$ cat src/rtl/ifetch_pkg.sv
// ifetch_pkg
//   Shared constants and types for the instruction fetch stage.
//   XLEN          : architectural word width
//   IFETCH_DEPTH  : default queue depth / outstanding-request credit limit
//   NOP_INSN      : canonical RISC-V NOP (addi x0, x0, 0)
//   word_t        : one XLEN word
//   inst_entry_t  : {data, addr} entry held in the instruction queue
//   cnt_width()   : width of a counter that must hold 0..depth inclusive
package ifetch_pkg;

  localparam int unsigned XLEN         = 32;
  localparam int unsigned IFETCH_DEPTH = 2;
  localparam logic [XLEN-1:0] NOP_INSN = 32'h0000_0013;

  typedef logic [XLEN-1:0] word_t;

  typedef struct packed {
    word_t data;
    word_t addr;
  } inst_entry_t;

  function automatic int unsigned cnt_width(input int unsigned depth);
    return $clog2(depth + 1);
  endfunction

endpackage

$ cat src/rtl/ifetch_fifo.sv
// ifetch_fifo
//   Small synchronous FIFO used for both the in-flight address FIFO and the
//   decoded-side instruction queue.
//   clk, rst_n      : clock, asynchronous active-low reset
//   clr             : synchronous clear (redirect); wins over push/pop
//   push, push_data : write one entry
//   pop             : drop the head entry
//   head_data       : current head entry (valid when !empty)
//   count           : number of stored entries, 0..DEPTH
//   empty, full     : occupancy flags
module ifetch_fifo #(
  parameter int unsigned WIDTH = 32,
  parameter int unsigned DEPTH = 2
) (
  input  logic                         clk,
  input  logic                         rst_n,
  input  logic                         clr,
  input  logic                         push,
  input  logic [WIDTH-1:0]             push_data,
  input  logic                         pop,
  output logic [WIDTH-1:0]             head_data,
  output logic [$clog2(DEPTH+1)-1:0]   count,
  output logic                         empty,
  output logic                         full
);

  localparam int unsigned CW = $clog2(DEPTH + 1);
  localparam int unsigned PW = (DEPTH > 1) ? $clog2(DEPTH) : 1;

  logic [WIDTH-1:0] mem_q [DEPTH];
  logic [WIDTH-1:0] mem_d [DEPTH];
  logic [PW-1:0]    wr_ptr_q, wr_ptr_d;
  logic [PW-1:0]    rd_ptr_q, rd_ptr_d;
  logic [CW-1:0]    count_q, count_d;
  logic             do_push, do_pop;

  // Pointers wrap modulo DEPTH, so DEPTH need not be a power of two.
  function automatic logic [PW-1:0] ptr_inc(input logic [PW-1:0] p);
    return (p == PW'(DEPTH - 1)) ? '0 : p + PW'(1);
  endfunction

  assign empty     = (count_q == '0);
  assign full      = (count_q == CW'(DEPTH));
  assign count     = count_q;
  assign head_data = mem_q[rd_ptr_q];

  always_comb begin
    mem_d    = mem_q;
    wr_ptr_d = wr_ptr_q;
    rd_ptr_d = rd_ptr_q;
    count_d  = count_q;
    do_pop   = pop && !empty;
    // A push into a full FIFO is only legal when the head leaves in the same cycle.
    do_push  = push && (!full || do_pop);

    if (clr) begin
      wr_ptr_d = '0;
      rd_ptr_d = '0;
      count_d  = '0;
    end else begin
      if (do_push) begin
        mem_d[wr_ptr_q] = push_data;
        wr_ptr_d        = ptr_inc(wr_ptr_q);
      end
      if (do_pop) begin
        rd_ptr_d = ptr_inc(rd_ptr_q);
      end
      count_d = count_q + CW'(do_push) - CW'(do_pop);
    end
  end

  always_ff @(posedge clk or negedge rst_n) begin
    if (!rst_n) begin
      mem_q    <= '{default: '0};
      wr_ptr_q <= '0;
      rd_ptr_q <= '0;
      count_q  <= '0;
    end else begin
      mem_q    <= mem_d;
      wr_ptr_q <= wr_ptr_d;
      rd_ptr_q <= rd_ptr_d;
      count_q  <= count_d;
    end
  end

  a_no_push_when_full: assert property (
    @(posedge clk) disable iff (!rst_n) !(push && full && !pop && !clr)
  );

endmodule

$ cat src/rtl/ifetch.sv
// ifetch
//   Instruction fetch stage with credit-based flow control. Requests are
//   issued straight from fetch_pc; every accepted address is remembered in an
//   in-flight FIFO and paired with its in-order response before entering a
//   registered instruction queue toward decode. A flush empties all local
//   state and arms a drop counter that swallows responses still owed by
//   memory for the abandoned requests.
//   Ports:
//     clk, rst_n                     : clock, asynchronous active-low reset
//     fetch_pc                       : address presented by the pc stage
//     flush                          : redirect pulse, kills all fetch state
//     fetch_advance                  : request accepted this cycle (pc enable)
//     imem_req_valid/ready/addr      : instruction memory request
//     imem_rsp_valid/data            : in-order memory response, no backpressure
//     inst_valid/ready               : decode handshake
//     inst_data, inst_pc             : head instruction and its address
module ifetch
  import ifetch_pkg::*;
#(
  parameter int unsigned DEPTH          = IFETCH_DEPTH,
  parameter logic [31:0] RST_PC_ADDRESS = 32'h0
) (
  input  logic        clk,
  input  logic        rst_n,
  input  logic [31:0] fetch_pc,
  input  logic        flush,
  output logic        fetch_advance,
  output logic        imem_req_valid,
  input  logic        imem_req_ready,
  output logic [31:0] imem_req_addr,
  input  logic        imem_rsp_valid,
  input  logic [31:0] imem_rsp_data,
  output logic        inst_valid,
  input  logic        inst_ready,
  output logic [31:0] inst_data,
  output logic [31:0] inst_pc
);

  localparam int unsigned CW = cnt_width(DEPTH);
  // Headroom so the three-way credit sum can never wrap.
  localparam int unsigned SW = CW + 2;

  logic [CW-1:0] outstanding_q, outstanding_d;
  logic [CW-1:0] drop_cnt_q, drop_cnt_d;
  logic [CW-1:0] queue_count, addr_count;
  logic [SW-1:0] credit_used;
  logic [SW-1:0] pending;

  logic          accept;
  logic          rsp_drop, rsp_keep;
  logic          inst_pop;
  logic          queue_empty, queue_full;
  logic          addr_empty, addr_full;

  word_t         addr_head;
  inst_entry_t   queue_head;
  inst_entry_t   queue_push_entry;

  // Credit covers everything that will still land in the queue or must be
  // swallowed: dropped responses, live requests and queued instructions.
  always_comb begin
    credit_used    = SW'(drop_cnt_q) + SW'(outstanding_q) + SW'(queue_count);
    imem_req_valid = !flush && (credit_used < SW'(DEPTH));
    imem_req_addr  = fetch_pc;
    accept         = imem_req_valid && imem_req_ready;
    fetch_advance  = accept;

    // A response in the flush cycle belongs to the old stream as well.
    rsp_drop       = imem_rsp_valid && (flush || (drop_cnt_q != '0));
    rsp_keep       = imem_rsp_valid && !rsp_drop;

    inst_valid     = !queue_empty;
    inst_pop       = inst_valid && inst_ready;
    inst_data      = inst_valid ? queue_head.data : '0;
    inst_pc        = inst_valid ? queue_head.addr : RST_PC_ADDRESS;

    queue_push_entry = '{data: imem_rsp_data, addr: addr_head};
  end

  always_comb begin
    outstanding_d = outstanding_q;
    drop_cnt_d    = drop_cnt_q;
    pending       = '0;

    if (flush) begin
      // Everything memory still owes becomes garbage; a flush during an
      // earlier drain keeps the responses already being swallowed.
      pending = SW'(drop_cnt_q) + SW'(outstanding_q);
      if (imem_rsp_valid && (pending != '0)) begin
        pending = pending - SW'(1);
      end
      drop_cnt_d    = CW'(pending);
      outstanding_d = '0;
    end else begin
      outstanding_d = outstanding_q + CW'(accept) - CW'(rsp_keep);
      if (rsp_drop) begin
        drop_cnt_d = drop_cnt_q - CW'(1);
      end
    end
  end

  always_ff @(posedge clk or negedge rst_n) begin
    if (!rst_n) begin
      outstanding_q <= '0;
      drop_cnt_q    <= '0;
    end else begin
      outstanding_q <= outstanding_d;
      drop_cnt_q    <= drop_cnt_d;
    end
  end

  ifetch_fifo #(
    .WIDTH (XLEN),
    .DEPTH (DEPTH)
  ) u_addr_fifo (
    .clk       (clk),
    .rst_n     (rst_n),
    .clr       (flush),
    .push      (accept),
    .push_data (fetch_pc),
    .pop       (rsp_keep),
    .head_data (addr_head),
    .count     (addr_count),
    .empty     (addr_empty),
    .full      (addr_full)
  );

  ifetch_fifo #(
    .WIDTH ($bits(inst_entry_t)),
    .DEPTH (DEPTH)
  ) u_inst_queue (
    .clk       (clk),
    .rst_n     (rst_n),
    .clr       (flush),
    .push      (rsp_keep),
    .push_data (queue_push_entry),
    .pop       (inst_pop),
    .head_data (queue_head),
    .count     (queue_count),
    .empty     (queue_empty),
    .full      (queue_full)
  );

  a_queue_never_overflows: assert property (
    @(posedge clk) disable iff (!rst_n) !(rsp_keep && queue_full && !inst_pop)
  );

  a_rsp_has_address: assert property (
    @(posedge clk) disable iff (!rst_n) !(rsp_keep && addr_empty)
  );

  a_addr_fifo_never_overflows: assert property (
    @(posedge clk) disable iff (!rst_n) !(accept && addr_full && !rsp_keep)
  );

  a_addr_fifo_tracks_outstanding: assert property (
    @(posedge clk) disable iff (!rst_n) (addr_count == outstanding_q)
  );

endmodule

$ cat config.mk
export PLATFORM = sky130hd
export DESIGN_NAME = ifetch
export DESIGN_NICKNAME = d
export VERILOG_FILES = /design/src/rtl/ifetch_pkg.sv /design/src/rtl/ifetch_fifo.sv /design/src/rtl/ifetch.sv
export SDC_FILE = /design/constraint.sdc
export NUM_CORES = 1
export LEC_CHECK = 0
export ABC_CLOCK_PERIOD_IN_PS = 8250
export BUFFER_PORTS_ARGS = -buffer_cell sky130_fd_sc_hd__clkbuf_2
export CAP_MARGIN = 20
export CORE_MARGIN = 2
export CORE_UTILIZATION = 40
export CTS_BUF_LIST = sky130_fd_sc_hd__clkbuf_4 sky130_fd_sc_hd__clkbuf_8
export CTS_CLUSTER_DIAMETER = 120
export DETAILED_ROUTE_END_ITERATION = 8
export PLACE_DENSITY = 0.65
export RECOVER_POWER = 50
export SETUP_SLACK_MARGIN = 0.1
export SLEW_MARGIN = 20
export SYNTH_ARGS = -nofsm -noshare
export SYNTH_HDL_FRONTEND = slang
export SYNTH_SLANG_ARGS = --single-unit
export TNS_END_PERCENT = 5
$ cat constraint.sdc
create_clock -name clk -period 8.25 [get_ports clk]
set_input_delay 0.825 -clock clk [delete_from_list [all_inputs] [get_ports clk]]
set_output_delay 0.825 -clock clk [all_outputs]
set_load 0.01 [all_outputs]
Word-level counts from Yosys, hierarchy flattened --
Index checks and enable logic that the tools add are counted.
Word-level totals: bits in registers 204
Operators by class: mux-type cells 32, order comparisons 7, add/subtract/negate cells 14, reductions and logical operators 32, eq/ne operators 2, bitwise operators 5
Operator list (count):
- 64-bit 2-to-1 mux | 4
- 32-bit 2-to-1 mux | 6
- 128-bit bitwise mux | 1
- 64-bit bitwise mux | 1
- 64-bit demux with 1-bit select | 1
- 32-bit demux with 1-bit select | 1
- 1-bit logical AND | 12
- 1-bit 2-to-1 mux | 12
- 2-bit 2-to-1 mux | 6
- 2-bit nonzero test | 6
- 2-bit >= comparator, second input constant | 4
- 1-bit inverter with 2-bit output | 4
- 2-bit by 1-bit adder with 2-bit output | 3
- 1-bit logical NOT | 6
- 2-bit by 1-bit subtractor with 2-bit output | 3
- 1-bit adder, second input constant | 4
- 3-bit by 2-bit adder with 4-bit output | 1
- 2-bit == test, second input constant | 2
- 2-bit logical NOT | 2
- 2-bit by 1-bit < comparator with 1-bit output, second input constant | 2
- 4-bit by 2-bit < comparator with 1-bit output, second input constant | 1
- 2-bit AND reduction | 2
- 4-bit nonzero test | 1
- 2-bit by 1-bit subtractor with 2-bit output, second input constant | 2
- other kinds (3) | 5

Depth between registers and ports, before layout --
Gate-level depths: netlist (run 1).
depth after elaboration 11, depth in mapped cells 10, depth with buffers taken out 10

Cells and area by module --
A second synthesis (run 1) with hierarchy kept.
Unflattened totals: cells, all modules 712, area total of the unflattened synthesis 10181.0 um^2
Modules (own cells, without submodules):
- ifetch_fifo at u_inst_queue | cells an instance 365, area an instance 5979.5 um^2, sequential area each 3303.2 um^2, times used 1
- ifetch_fifo at u_addr_fifo | cells an instance 195, area an instance 3106.7 um^2, sequential area each 1701.6 um^2, times used 1
- ifetch | cells an instance 152, area an instance 1094.8 um^2, sequential area each 100.1 um^2, times used 1

Least setup slack after synthesis (run 1) --
No wires, ideal clock.
path kind reg-to-output, start point reg drop_cnt_q[0], end point out fetch_advance, data required time 7425 ps, arrival time 2349 ps, stages on the path, launching flop included 7, path buffers 0, setup slack 5076 ps, cell sequence dfrtp_1 ha_1 fa_1 fa_1 or2_1 a2111oi_4 and2_1
On the way: cells in the longest elaborated chain, start to end 5
RTL lines:
- start, declared | RTL line ifetch.sv:44 | logic [CW-1:0] drop_cnt_q, drop_cnt_d;
- start signal, assigned | RTL line ifetch.sv:108 | drop_cnt_q <= drop_cnt_d;
- 2-bit by 2-bit adder with 3-bit output | RTL line ifetch.sv:62 | credit_used = SW'(drop_cnt_q) + SW'(outstanding_q) + SW'(queue_count);
- 3-bit by 2-bit adder with 4-bit output | RTL line ifetch.sv:62
- 4-bit by 2-bit < comparator with 1-bit output | RTL line ifetch.sv:63 | imem_req_valid = !flush && (credit_used < SW'(DEPTH));
- 1-bit logical AND | RTL line ifetch.sv:63
- named net imem_req_valid | RTL line ifetch.sv:28 | output logic imem_req_valid,
- 1-bit logical AND | RTL line ifetch.sv:65 | accept = imem_req_valid && imem_req_ready;
- end, declared | RTL line ifetch.sv:27 | output logic fetch_advance,
The timed path passes the listed nets, and every way through them passes these cells.

Final worst setup path (run 1) --
start point reg drop_cnt_q[0], end point reg u_inst_queue.mem_q[60] (netlist bit)
On the way: cells in the longest elaborated chain, start to end 7
RTL lines:
- 2-bit nonzero test | RTL line ifetch.sv:69 | rsp_drop = imem_rsp_valid && (flush || (drop_cnt_q != '0));
- 1-bit logical OR | RTL line ifetch.sv:69
- 1-bit logical AND | RTL line ifetch.sv:69
- 1-bit logical NOT | RTL line ifetch.sv:70 | rsp_keep = imem_rsp_valid && !rsp_drop;
- 1-bit logical AND | RTL line ifetch.sv:70
- 1-bit logical AND | RTL line ifetch_fifo.sv:54 | do_push = push && (!full || do_pop);
- 2-bit AND reduction (no source line)
- end signal, assigned | RTL line ifetch_fifo.sv:79 | mem_q <= mem_d;
- end, declared | RTL line ifetch_fifo.sv:30 | logic [WIDTH-1:0] mem_q [DEPTH];
No other way between the ends. A chain may end at the register's enable or synchronous reset.

==> reports/summary.txt, run 1 <==
Status -> finished with violations
Failing checks -> capacitance limit, slew limit
Gr usage total -> 0.1571
Distinct cells, synth -> 33
Max Cap Viol -> 2
Fin nets -> 993
Max Fclk -> 248.7 MHz
TritonCTS buffer count -> 38
Worst slew pin tran -> 3346 ps
Utilization after layout -> 0.4728
Core ar. -> 0.02326 mm^2
DR WL/cell -> 15.16 um
Worst Setup Slack, final -> 4229 ps
Post-synthesis sequential area ratio -> 0.5445
Nature of the critical path startpoint -> flop
Leakage -> 0.005110 uW
Crit-path max FO -> 96
Area growth syn-to-layout -> 17.31%
Pwr dens -> 385.2 mW/mm^2
Worst R2R Setup Slack -> 4230 ps
Worst path cell trace -> inv_1, ha_1, nand3b_1, a211o_1, mux2_2
DRT antenna net count -> 0
Peak VDD IR -> 0.1691 mV
Dpl cell area -> 0.01025 mm^2
Post-cts resize count -> 0
Post-synth top cells -> 204 x dfrtp_1, 109 x nor2_1, 97 x mux2i_1, 73 x mux2_2, 46 x mux2_1
Routed WL -> 19,030 um
Post-route cell area -> 0.01100 mm^2
Fin crit share -> 0.4874
Slew margin rel. -> -1.231
Initial antenna violation count -> 0
First-pass GRT wire length -> 30,820 um
Critical path data required time -> 8630 ps
Vias in the first global route -> 6,054
Syn nets -> 856
Port bufs -> 168
Gate Count Post-Synth -> 774
Slowest cell on the critical path -> a211o_1
Initial DRT Pass Iterations -> 4
Critical Path Max Stage Delay -> 2430 ps
FILL cells -> 2,177
Crit-path leading delay family -> compound AO/OA/AOI/OAI gates
Vias post-DR -> 5,998
Bufs on Longest Clock Path -> 3
Async set or reset register ratio after synthesis -> 1.000
DR iter-0 viols -> 203
Layout cell share with drive strength beyond 1 -> 0.3173
Yosys Warn Count -> 0
Post-DP HPWL -> 11,790 um
Row count -> 56
RSZ-0062 raised after global routing -> false
Reg2Reg Depth -> 5
Grt ovf -> 0
WP depth -> 5
CTS tree -> done
Setup TNS -> 0 ps
Clock transition at the registers of the reported paths -> 50 ps
Clock Skew -> 20.31 ps
Ports -> 169
Clk Latency, worst-skew pair -> 510 ps
Crit path buffers/inverters -> 1
Number of cells on the worst hold path -> 2
RePlAce Congestion -> 0.7821
Register bit total from synthesis -> 204
Antenna cells -> 0
Vias per cell -> 4.779
Die Wd -> 157.1 um
Most common cell in the netlist -> dfrtp_1
Largest net degree at the start of global routing -> 97
Final setup fails -> 0
CTS Hold Buffers Added -> 0
Pre-CTS setup slack -> 4556 ps
Final hold violation count -> 0
Total setup buffers inserted after CTS -> 0
Avg Cell Area, Syn -> 12.11 um^2
Overall power -> 4237 uW
Dominant synthesized flop cell -> dfrtp_1
Share of the synthesized area in the top cell type -> 0.5445
CP Data Arrival Time -> 4400 ps
Mapped Area -> 0.009375 mm^2
CTS root buf -> clkbuf_8
Pins Over Slew Limit -> 157
Crit. End Element -> flop
Die span in y -> 157.1 um
Starting Density -> 0.4030
CTS H-Tree Depth -> 2
Post-synth EDFFs -> 0
DRC -> 0
CP Class -> flop to flop
Largest area contributor in the netlist -> dfrtp_1
Tmin final -> 4021 ps
# clock sinks -> 204
Synth area leaders -> dfrtp_1 54%, mux2i_1 10%, mux2_2 8.8%
Hold WC Path Type -> flop to flop
Die area -> 0.02468 mm^2
==> path summary, 6_finish.rpt <==
check	startpoint	to
max in group asynchronous	rst_n	u_addr_fifo.rd_ptr_q
min in group asynchronous	rst_n	u_inst_queue.mem_q[40]
max	drop_cnt_q[0]	u_inst_queue.mem_q[60]
max reg2reg	drop_cnt_q[0]	u_inst_queue.mem_q[60]
min	u_inst_queue.mem_q[9]	u_inst_queue.mem_q[9]
min reg2reg	u_inst_queue.mem_q[9]	u_inst_queue.mem_q[9]
==> layout by cell type, fill, tap and decap left out, types with 7 or more instances in the layout <==
| cell type | synthesis | final |
|---|---|---|
| dfrtp_1 | 204 | 202 |
| ha_1 | 10 | 10 |
| clkbuf_4 | 0 | 8 |
| clkbuf_8 | 0 | 50 |
| nor2_1 | 109 | 109 |
| nand2_1 | 32 | 32 |
| o21ai_0 | 33 | 33 |
| mux2_4 | 10 | 10 |
| mux2i_1 | 97 | 97 |
| mux2_2 | 73 | 73 |
| xnor2_1 | 8 | 8 |
| mux2_1 | 46 | 46 |
| buf_4 | 33 | 7 |
| inv_1 | 14 | 14 |
| clkbuf_2 | 0 | 135 |
| clkbuf_1 | 14 | 33 |
| a21oi_1 | 35 | 35 |
==> state kept, by name (all words and copies together), names as in the netlist <==
name                   flops
drop_cnt_q                 2
u_inst_queue.wr_ptr_q      1
u_addr_fifo.wr_ptr_q       1
u_inst_queue.mem_q       128
outstanding_q              2
u_inst_queue.count         2
u_addr_fifo.count          2
u_inst_queue.rd_ptr_q      1
u_addr_fifo.mem_q         64
u_addr_fifo.rd_ptr_q       1
==> layer usage <==
metal | share of wire | GRT usage | vias to the layer above
met3 | 0.051 | 0.03276 | 38
li1 | - | - | 2890
met5 | 0 | 0 | -
met4 | 0.022 | 0.05541 | 0
met2 | 0.46 | 0.2556 | 156
met1 | 0.46 | 0.2091 | 2914
==> per-stage QoR <==
| step | hold WS (ps) | instances |
|---|---|---|
| finish | 476.4 | 1255 |
| global route | 505.5 | 1255 |
| floorplan | 449.6 | 774 |
| global placement | 460.1 | 1190 |
| detailed placement | 469.8 | 1190 |
| CTS | 276.5 | 1255 |
==> worst register-to-register path, stage by stage, from the launching register on <==
cell	delay (ps)
dfrtp_1	390
inv_1	60
ha_1	220
nand3b_1	250
a211o_1	2430
mux2_2	550
==> final cells by class <==
class	instances	area, um^2	share of cell area
Clock buffer	58	748.2	0.06803
Clock inverter	7	63.81	0.005802
Timing Repair Buffer	175	852.1	0.07747
Tap cell	319	399.1	0.03629
Multi-Input combinational cell	478	3772	0.3430
Sequential cell	204	5110	0.4646
Inverter	14	52.55	0.004778
==> logic make-up after synthesis <==
group,after synthesis,synth area share
and+or+nand+nor,157,0.06873
xor gates and xnor gates,11,0.01028
buffers and inverters,92,0.05405
AOI/OAI and AO/OA,72,0.04231
DFF,204,0.5445
muxes,226,0.2625
adders and majority gates,12,0.01762
==> where the power goes <==
part,internal (uW),switching (uW),leakage [uW],total (uW)
sequential,1440,247,0.00257,1690
clock,607,407,0.000434,1010
combinational,729,805,0.00211,1530
Note: power is estimated with default switching activity, not from simulation.
==> run 2: changes to the inputs <==
--- a/config.mk
+++ b/config.mk
@@ -5,7 +5,7 @@
 export SDC_FILE = /design/constraint.sdc
 export NUM_CORES = 1
 export LEC_CHECK = 0
-export ABC_CLOCK_PERIOD_IN_PS = 8250
+export ABC_CLOCK_PERIOD_IN_PS = 4000
 export BUFFER_PORTS_ARGS = -buffer_cell sky130_fd_sc_hd__clkbuf_2
 export CAP_MARGIN = 20
 export CORE_MARGIN = 2
==> constraint.sdc (replaced) <==
create_clock -name clk -period 4 [get_ports clk]
set_input_delay 0.4 -clock clk [delete_from_list [all_inputs] [get_ports clk]]
set_output_delay 0.4 -clock clk [all_outputs]
set_load 0.01 [all_outputs]
==> run 2 against run 1 <==
Against the previous run:
- the flow still finishes with violations (capacitance limit, slew limit)
- register-to-register slack worse by 3700 ps
- core utilization stayed put
- flip-flop and latch count stayed put
- worst setup slack worse by 3700 ps
- die area stayed put
- clock skew is 9.2 ps higher
- critical path depth is 2 higher
- sequential power is 110% higher
- clock-buffer cell count is 3 higher
- clock power is 97% higher
- wire length hardly changed
- critical endpoint is now fetch_advance
- largest cell class unchanged
- highest routed layer unchanged
==> reports/summary.txt, run 2 (synthesis gave the netlist of run 1 again) <==
Status -> finished with violations (unchanged)
Failing checks -> capacitance limit, slew limit (unchanged)
Crit-path most repeated cell -> fa_1
Clk Latency, worst-skew pair -> 520 ps (was 510 ps)
Worst path cell trace -> ha_1, fa_1, fa_1, or2_1, a2111oi_4, and2_1, clkbuf_2 (was inv_1, ha_1, nand3b_1, a211o_1, mux2_2)
Pre-CTS setup slack -> 773.5 ps (was 4556 ps)
Setup TNS -> 0 ps (unchanged)
Largest net degree at the start of global routing -> 97 (unchanged)
Hold Path Sink -> u_addr_fifo.mem_q[15] (was u_inst_queue.mem_q[9])
Dpl cell area -> 0.01030 mm^2 (was 0.01025 mm^2)
Most frequent cells in the layout -> 202 x dfrtp_1, 138 x clkbuf_2, 108 x nor2_1 (was 202 x dfrtp_1, 135 x clkbuf_2, 109 x nor2_1)
Grt ovf -> 0 (unchanged)
Crit-path max FO -> 5 (was 96)
Layout Cells excl Fill -> 1,257 (was 1,255)
Post-DP HPWL -> 11,750 um (was 11,790 um)
TritonCTS buffer count -> 37 (was 38)
CP Data Arrival Time -> 3100 ps (was 4400 ps)
DRT antenna net count -> 0 (unchanged)
Critical path data required time -> 3600 ps (was 8630 ps)
Die span in y -> 157.1 um (unchanged)
Ports -> 169 (unchanged)
Vias per cell -> 4.718 (was 4.779)
Fin nets -> 995 (was 993)
Number of cells on the worst hold path -> 2 (unchanged)
Placed insts -> 1,192 (was 1,190)
Register Area -> 0.005110 mm^2 (unchanged)
DRC -> 0 (unchanged)
Layout cell share with drive strength beyond 1 -> 0.3198 (was 0.3173)
Row count -> 56 (unchanged)
Final setup fails -> 0 (unchanged)
Max Cap Viol -> 2 (unchanged)
RSZ-0062 raised after global routing -> false (unchanged)
Crit-path leading delay family -> adder cells (was compound AO/OA/AOI/OAI gates)
DR iter-0 viols -> 198 (was 203)
Routed WL -> 19,050 um (was 19,030 um)
Initial antenna violation count -> 1 (was 0)
Crit path buffers/inverters -> 1 (unchanged)
Die Wd -> 157.1 um (unchanged)
Core ar. -> 0.02326 mm^2 (unchanged)
Reg2Reg Depth -> 6 (was 5)
First-pass GRT wire length -> 31,100 um (was 30,820 um)
R2R Path End -> u_inst_queue.mem_q[122] (was u_inst_queue.mem_q[60])
Worst Setup Slack, final -> 501.9 ps (was 4229 ps)
DR WL/cell -> 15.15 um (was 15.16 um)
Worst slew pin tran -> 2359 ps (was 3346 ps)
Utilization after layout -> 0.4728 (unchanged)
Bufs on Longest Clock Path -> 3 (unchanged)
Peak VDD IR -> 0.3332 mV (was 0.1691 mV)
Worst R2R Setup Slack -> 520 ps (was 4230 ps)
Area growth syn-to-layout -> 17.31% (unchanged)
Most common cell after layout, fill and taps aside -> dfrtp_1 (unchanged)
Fin crit share -> 0.8745
Max FFs per register -> 128 (unchanged)
Port bufs -> 168 (unchanged)
CTS H-Tree Depth -> 2 (unchanged)
Hold WC Path Type -> input pin to flop (was flop to flop)
Post-cts resize count -> 0 (unchanged)
# clock sinks -> 204 (unchanged)
CTS root buf -> clkbuf_8 (unchanged)
Tmin final -> 3498 ps
Vias post-DR -> 5,931 (was 5,998)
Hold Path Origin -> fetch_pc[15] (was u_inst_queue.mem_q[9])
Pins Over Slew Limit -> 194 (was 157)
Crit Reg-Reg Startpoint -> drop_cnt_q[1] (was drop_cnt_q[0])
RePlAce Congestion -> 0.7442 (was 0.7821)
Pwr dens -> 790.1 mW/mm^2 (was 385.2 mW/mm^2)
Die area -> 0.02468 mm^2 (unchanged)
Starting Density -> 0.4030 (unchanged)
Area taken by multi-input logic gates -> 0.003789 mm^2 (was 0.003772 mm^2)
Crit. End Element -> output port (was flop)
Gr usage total -> 0.1590 (was 0.1571)
Clock Skew -> 29.48 ps (was 20.31 ps)
Regs by FF count -> u_inst_queue.mem_q x128, u_addr_fifo.mem_q x64 (unchanged)
Slew margin rel. -> -0.5724 (was -1.231)
Leakage -> 0.005100 uW (was 0.005110 uW)
CP Class -> flop to output port (was flop to flop)
Critical Path Max Stage Delay -> 560 ps (was 2430 ps)
Slowest cell on the critical path -> fa_1 (was a211o_1)
Top reg by flops -> u_inst_queue.mem_q (unchanged)
CTS tree -> done (unchanged)
Nature of the critical path startpoint -> flop (unchanged)
Max Fclk -> 285.9 MHz
Clock transition at the registers of the reported paths -> 60 ps (was 50 ps)
Post-route cell area -> 0.01100 mm^2 (unchanged)
FILL cells -> 2,226 (was 2,177)
Antenna cells -> 0 (unchanged)
Initial DRT Pass Iterations -> 4 (unchanged)
Vias in the first global route -> 6,032 (was 6,054)
Final hold violation count -> 0 (unchanged)
## run 2: cell types whose count changed in the layout (fill, tap and decap cells not counted), sizes merged
cell / delta
clkinv: -5
bufinv: -1
clkinvlp: +2
dlygate4sd3: +1
clkbuf: +7
buf: -2
## run 2: repair_timing
item | 4_1_cts | 5_1_grt
buffers inserted | 0 | 0
hold endpoints to repair | 66 | 0
hold buffers | 1 | 0
## run 2: worst max-delay path by stage
stage,end,startpoint,slack [ps],depth (start not counted)
6_report,fetch_advance,drop_cnt_q[0],500,7
3_5_place_dp,u_addr_fifo.mem_q[36],drop_cnt_q[0],770,8
2_1_floorplan,u_addr_fifo.mem_q[34],drop_cnt_q[0],940,9
5_1_grt,u_addr_fifo.rd_ptr_q,rst_n,220,3
4_1_cts,fetch_advance,drop_cnt_q[0],470,7
3_3_place_gp,u_addr_fifo.mem_q[63],drop_cnt_q[0],880,8
## run 2: cell type report
class	count	area share
Clock buffer	61	0.06780
Clock inverter	3	0.001820
Inverter	14	0.004778
Multi-Input combinational cell	478	0.3445
Sequential cell	204	0.4646
Tap cell	319	0.03629
Timing Repair Buffer	178	0.08021
## run 2: stage by stage
stage	hold slack [ps]	total power (uW)
finish	120.6	8690
global route	95.78	9396
CTS	88.40	8847
detailed placement	469.8	6796
global placement	460.5	6674
floorplan	104.4	5755
## run 2: where the power goes
group	internal (uW)	switching, uW
clock	1170	819
sequential	2970	557
combinational	1540	1630
total	5680	3000
## run 2: per-layer routing
| metal | GRT usage | vias up | part of all wire |
|---|---|---|---|
| li1 | - | 2895 | - |
| met1 | 0.2046 | 2855 | 0.45 |
| met2 | 0.2642 | 151 | 0.47 |
| met3 | 0.03910 | 30 | 0.056 |
| met4 | 0.05238 | 0 | 0.019 |
| met5 | 0 | - | 0 |
==> run 3: changes to the inputs <==
--- a/config.mk
+++ b/config.mk
@@ -6,7 +6,7 @@
 export NUM_CORES = 1
 export LEC_CHECK = 0
 export ABC_CLOCK_PERIOD_IN_PS = 4000
-export BUFFER_PORTS_ARGS = -buffer_cell sky130_fd_sc_hd__clkbuf_2
+export BUFFER_PORTS_ARGS = -buffer_cell sky130_fd_sc_hd__buf_2
 export CAP_MARGIN = 20
 export CORE_MARGIN = 2
 export CORE_UTILIZATION = 40
==> constraint.sdc (replaced) <==
create_clock -name clk -period 4 [get_ports clk]
set_input_delay 0.4 -clock clk [delete_from_list [all_inputs] [get_ports clk]]
set_output_delay 0.4 -clock clk [all_outputs]
set_load 0.02 [all_outputs]
==> run 3 against run 2 <==
Against the previous run:
- the run still ends with capacitance limit, slew limit left
- core utilization is the same
- wire length shrank 1.2%
- non-clock buffer count grew 1
- clock power shrank 3%
- die area is the same
- highest routed layer is now met5
- first-iteration DRC count grew 4.5%
- total power grew 2.6%
- global-route usage shrank 0.34 points
- largest cell class unchanged
- maximum frequency grew 1.6%
- clock skew shrank 15 ps
==> reports/summary.txt, run 3 (synthesis gave the netlist of run 1 again) <==
Status -> finished with violations (unchanged)
Failing checks -> capacitance limit, slew limit (unchanged)
Regs by FF count -> u_inst_queue.mem_q x128, u_addr_fifo.mem_q x64 (unchanged)
Slew margin rel. -> -0.6748 (was -0.5724)
Starting Density -> 0.4030 (unchanged)
DR WL/cell -> 14.96 um (was 15.15 um)
Leakage -> 0.005143 uW (was 0.005100 uW)
Pwr dens -> 810.9 mW/mm^2 (was 790.1 mW/mm^2)
CTS root buf -> clkbuf_8 (unchanged)
Peak VDD IR -> 0.3618 mV (was 0.3332 mV)
Vias in the first global route -> 5,923 (was 6,032)
Die area -> 0.02468 mm^2 (unchanged)
Crit. End Element -> output port (unchanged)
Initial DRT Pass Iterations -> 4 (unchanged)
Row count -> 56 (unchanged)
Most common cell after layout, fill and taps aside -> dfrtp_1 (unchanged)
Routed WL -> 18,810 um (was 19,050 um)
DR iter-0 viols -> 207 (was 198)
Utilization after layout -> 0.4728 (unchanged)
Hold Path Origin -> imem_rsp_data[10] (was fetch_pc[15])
Overall power -> 8918 uW (was 8690 uW)
Die span in y -> 157.1 um (unchanged)
Crit Reg-Reg Startpoint -> drop_cnt_q[0] (was drop_cnt_q[1])
Area growth syn-to-layout -> 17.31% (unchanged)
Largest net degree at the start of global routing -> 102 (was 97)
Critical path data required time -> 3600 ps (about the same)
Grt ovf -> 0 (unchanged)
DRC -> 0 (unchanged)
Gr usage total -> 0.1557 (was 0.1590)
Post-DP HPWL -> 11,630 um (was 11,750 um)
RePlAce Congestion -> 0.7639 (was 0.7442)
CP Data Arrival Time -> 3040 ps (was 3100 ps)
Fin crit share -> 0.8608 (was 0.8745)
Max FFs per register -> 128 (unchanged)
Vias per cell -> 4.737 (was 4.718)
Final hold violation count -> 0 (unchanged)
Top reg by flops -> u_inst_queue.mem_q (unchanged)
First-pass GRT wire length -> 30,460 um (was 31,100 um)
Post-route cell area -> 0.01100 mm^2 (unchanged)
CTS H-Tree Depth -> 2 (unchanged)
Antenna cells -> 0 (unchanged)
Core ar. -> 0.02326 mm^2 (unchanged)
CP Class -> flop to output port (unchanged)
Ports -> 169 (unchanged)
Layout cell share with drive strength beyond 1 -> 0.3209 (was 0.3198)
DRT antenna net count -> 0 (unchanged)
Pre-CTS setup slack -> 809.3 ps (was 773.5 ps)
Tmin final -> 3443 ps (was 3498 ps)
Setup TNS -> 0 ps (unchanged)
Max Cap Viol -> 2 (unchanged)
Worst slew pin tran -> 2512 ps (was 2359 ps)
RSZ-0062 raised after global routing -> false (unchanged)
Hold WC Path Type -> input pin to flop (unchanged)
Nature of the critical path startpoint -> flop (unchanged)
Clock transition at the registers of the reported paths -> 60 ps (about the same)
Max Fclk -> 290.4 MHz (was 285.9 MHz)
Bufs on Longest Clock Path -> 3 (unchanged)
Clk Latency, worst-skew pair -> 500 ps (was 520 ps)
Initial antenna violation count -> 2 (was 1)
CTS tree -> done (unchanged)
Vias post-DR -> 5,955 (was 5,931)
Fin nets -> 996 (was 995)
Final setup fails -> 0 (unchanged)
TritonCTS buffer count -> 37 (unchanged)
Post-cts resize count -> 0 (unchanged)
Total setup buffers inserted after CTS -> 0 (unchanged)
Dpl cell area -> 0.01031 mm^2 (was 0.01030 mm^2)
Port bufs -> 168 (unchanged)
Pins Over Slew Limit -> 198 (was 194)
Crit-path max FO -> 5 (unchanged)
# clock sinks -> 204 (unchanged)
Clock Skew -> 14.31 ps (was 29.48 ps)
Most frequent cells in the layout -> 202 x dfrtp_1, 135 x buf_2, 108 x nor2_1 (was 202 x dfrtp_1, 138 x clkbuf_2, 108 x nor2_1)
Die Wd -> 157.1 um (unchanged)
CP startpoint -> drop_cnt_q[0] (unchanged)
Worst Setup Slack, final -> 557.0 ps (was 501.9 ps)
[run 3: cell count changes in the layout (fill, tap and decap cells not counted), sizes merged]
cell / before / now
clkinv: 1 / 4
clkbuf: 233 / 94
clkinvlp: 2 / 1
buf: 5 / 142
[run 3: report_power, final]
| part | total [uW] | internal, uW | switching [uW] |
|---|---|---|---|
| Combinational | 3450 | 1560 | 1880 |
| Clock | 1940 | 1130 | 811 |
| Sequential | 3530 | 2970 | 557 |
| Total | 8920 | 5670 | 3250 |
[run 3: what timing repair did]
item	CTS	global route
hold endpoints to repair	19	0
hold buffers	1	0
endpoints found under the setup margin	0	0
[run 3: layout make-up]
class	instances	area [um^2]
fillers	2216	12260
flip-flops and latches	204	5110
multi-input cells	478	3789
repair buffers	179	903.4
clock buffers	58	716.9
well taps	319	399.1
inverters	14	52.55
clock inverters	5	27.53
[run 3: per-layer routing]
layer	vias to the layer above	part of all wire	GRT usage
li1	2881	-	-
met1	2893	0.46	0.2037
met2	142	0.46	0.2565
met3	37	0.055	0.03717
met4	2	0.021	0.04935
met5	-	0.00069	0
[run 3: through the flow]
stage	std cells	hold WS [ps]
6_report	1257	134.4
5_1_grt	1257	107.6
4_1_cts	1257	99.03
3_5_place_dp	1193	469.9
3_3_place_gp	1193	460.1
2_1_floorplan	774	104.4
[run 3: critical path, cell delays in order, from the launching register on]
cell       delay [ps]
dfrtp_1           400
ha_1              200
fa_1              560
fa_1              430
or2_1             250
a2111oi_4         290
and2_1            230
buf_2             180
[run 3: final timing paths]
| check | endpoint | slack, ps | cells past startpoint |
|---|---|---|---|
| setup / recovery | fetch_advance | 560 | 7 |
| hold / removal | u_inst_queue.mem_q[42] | 130 | 2 |
| setup reg to reg | u_inst_queue.mem_q[124] | 570 | 6 |
| hold reg to reg | u_inst_queue.mem_q[17] | 480 | 2 |
| max in group asynchronous | u_inst_queue.rd_ptr_q | 1030 | 2 |
| min in group asynchronous | u_inst_queue.mem_q[42] | 1200 | 2 |
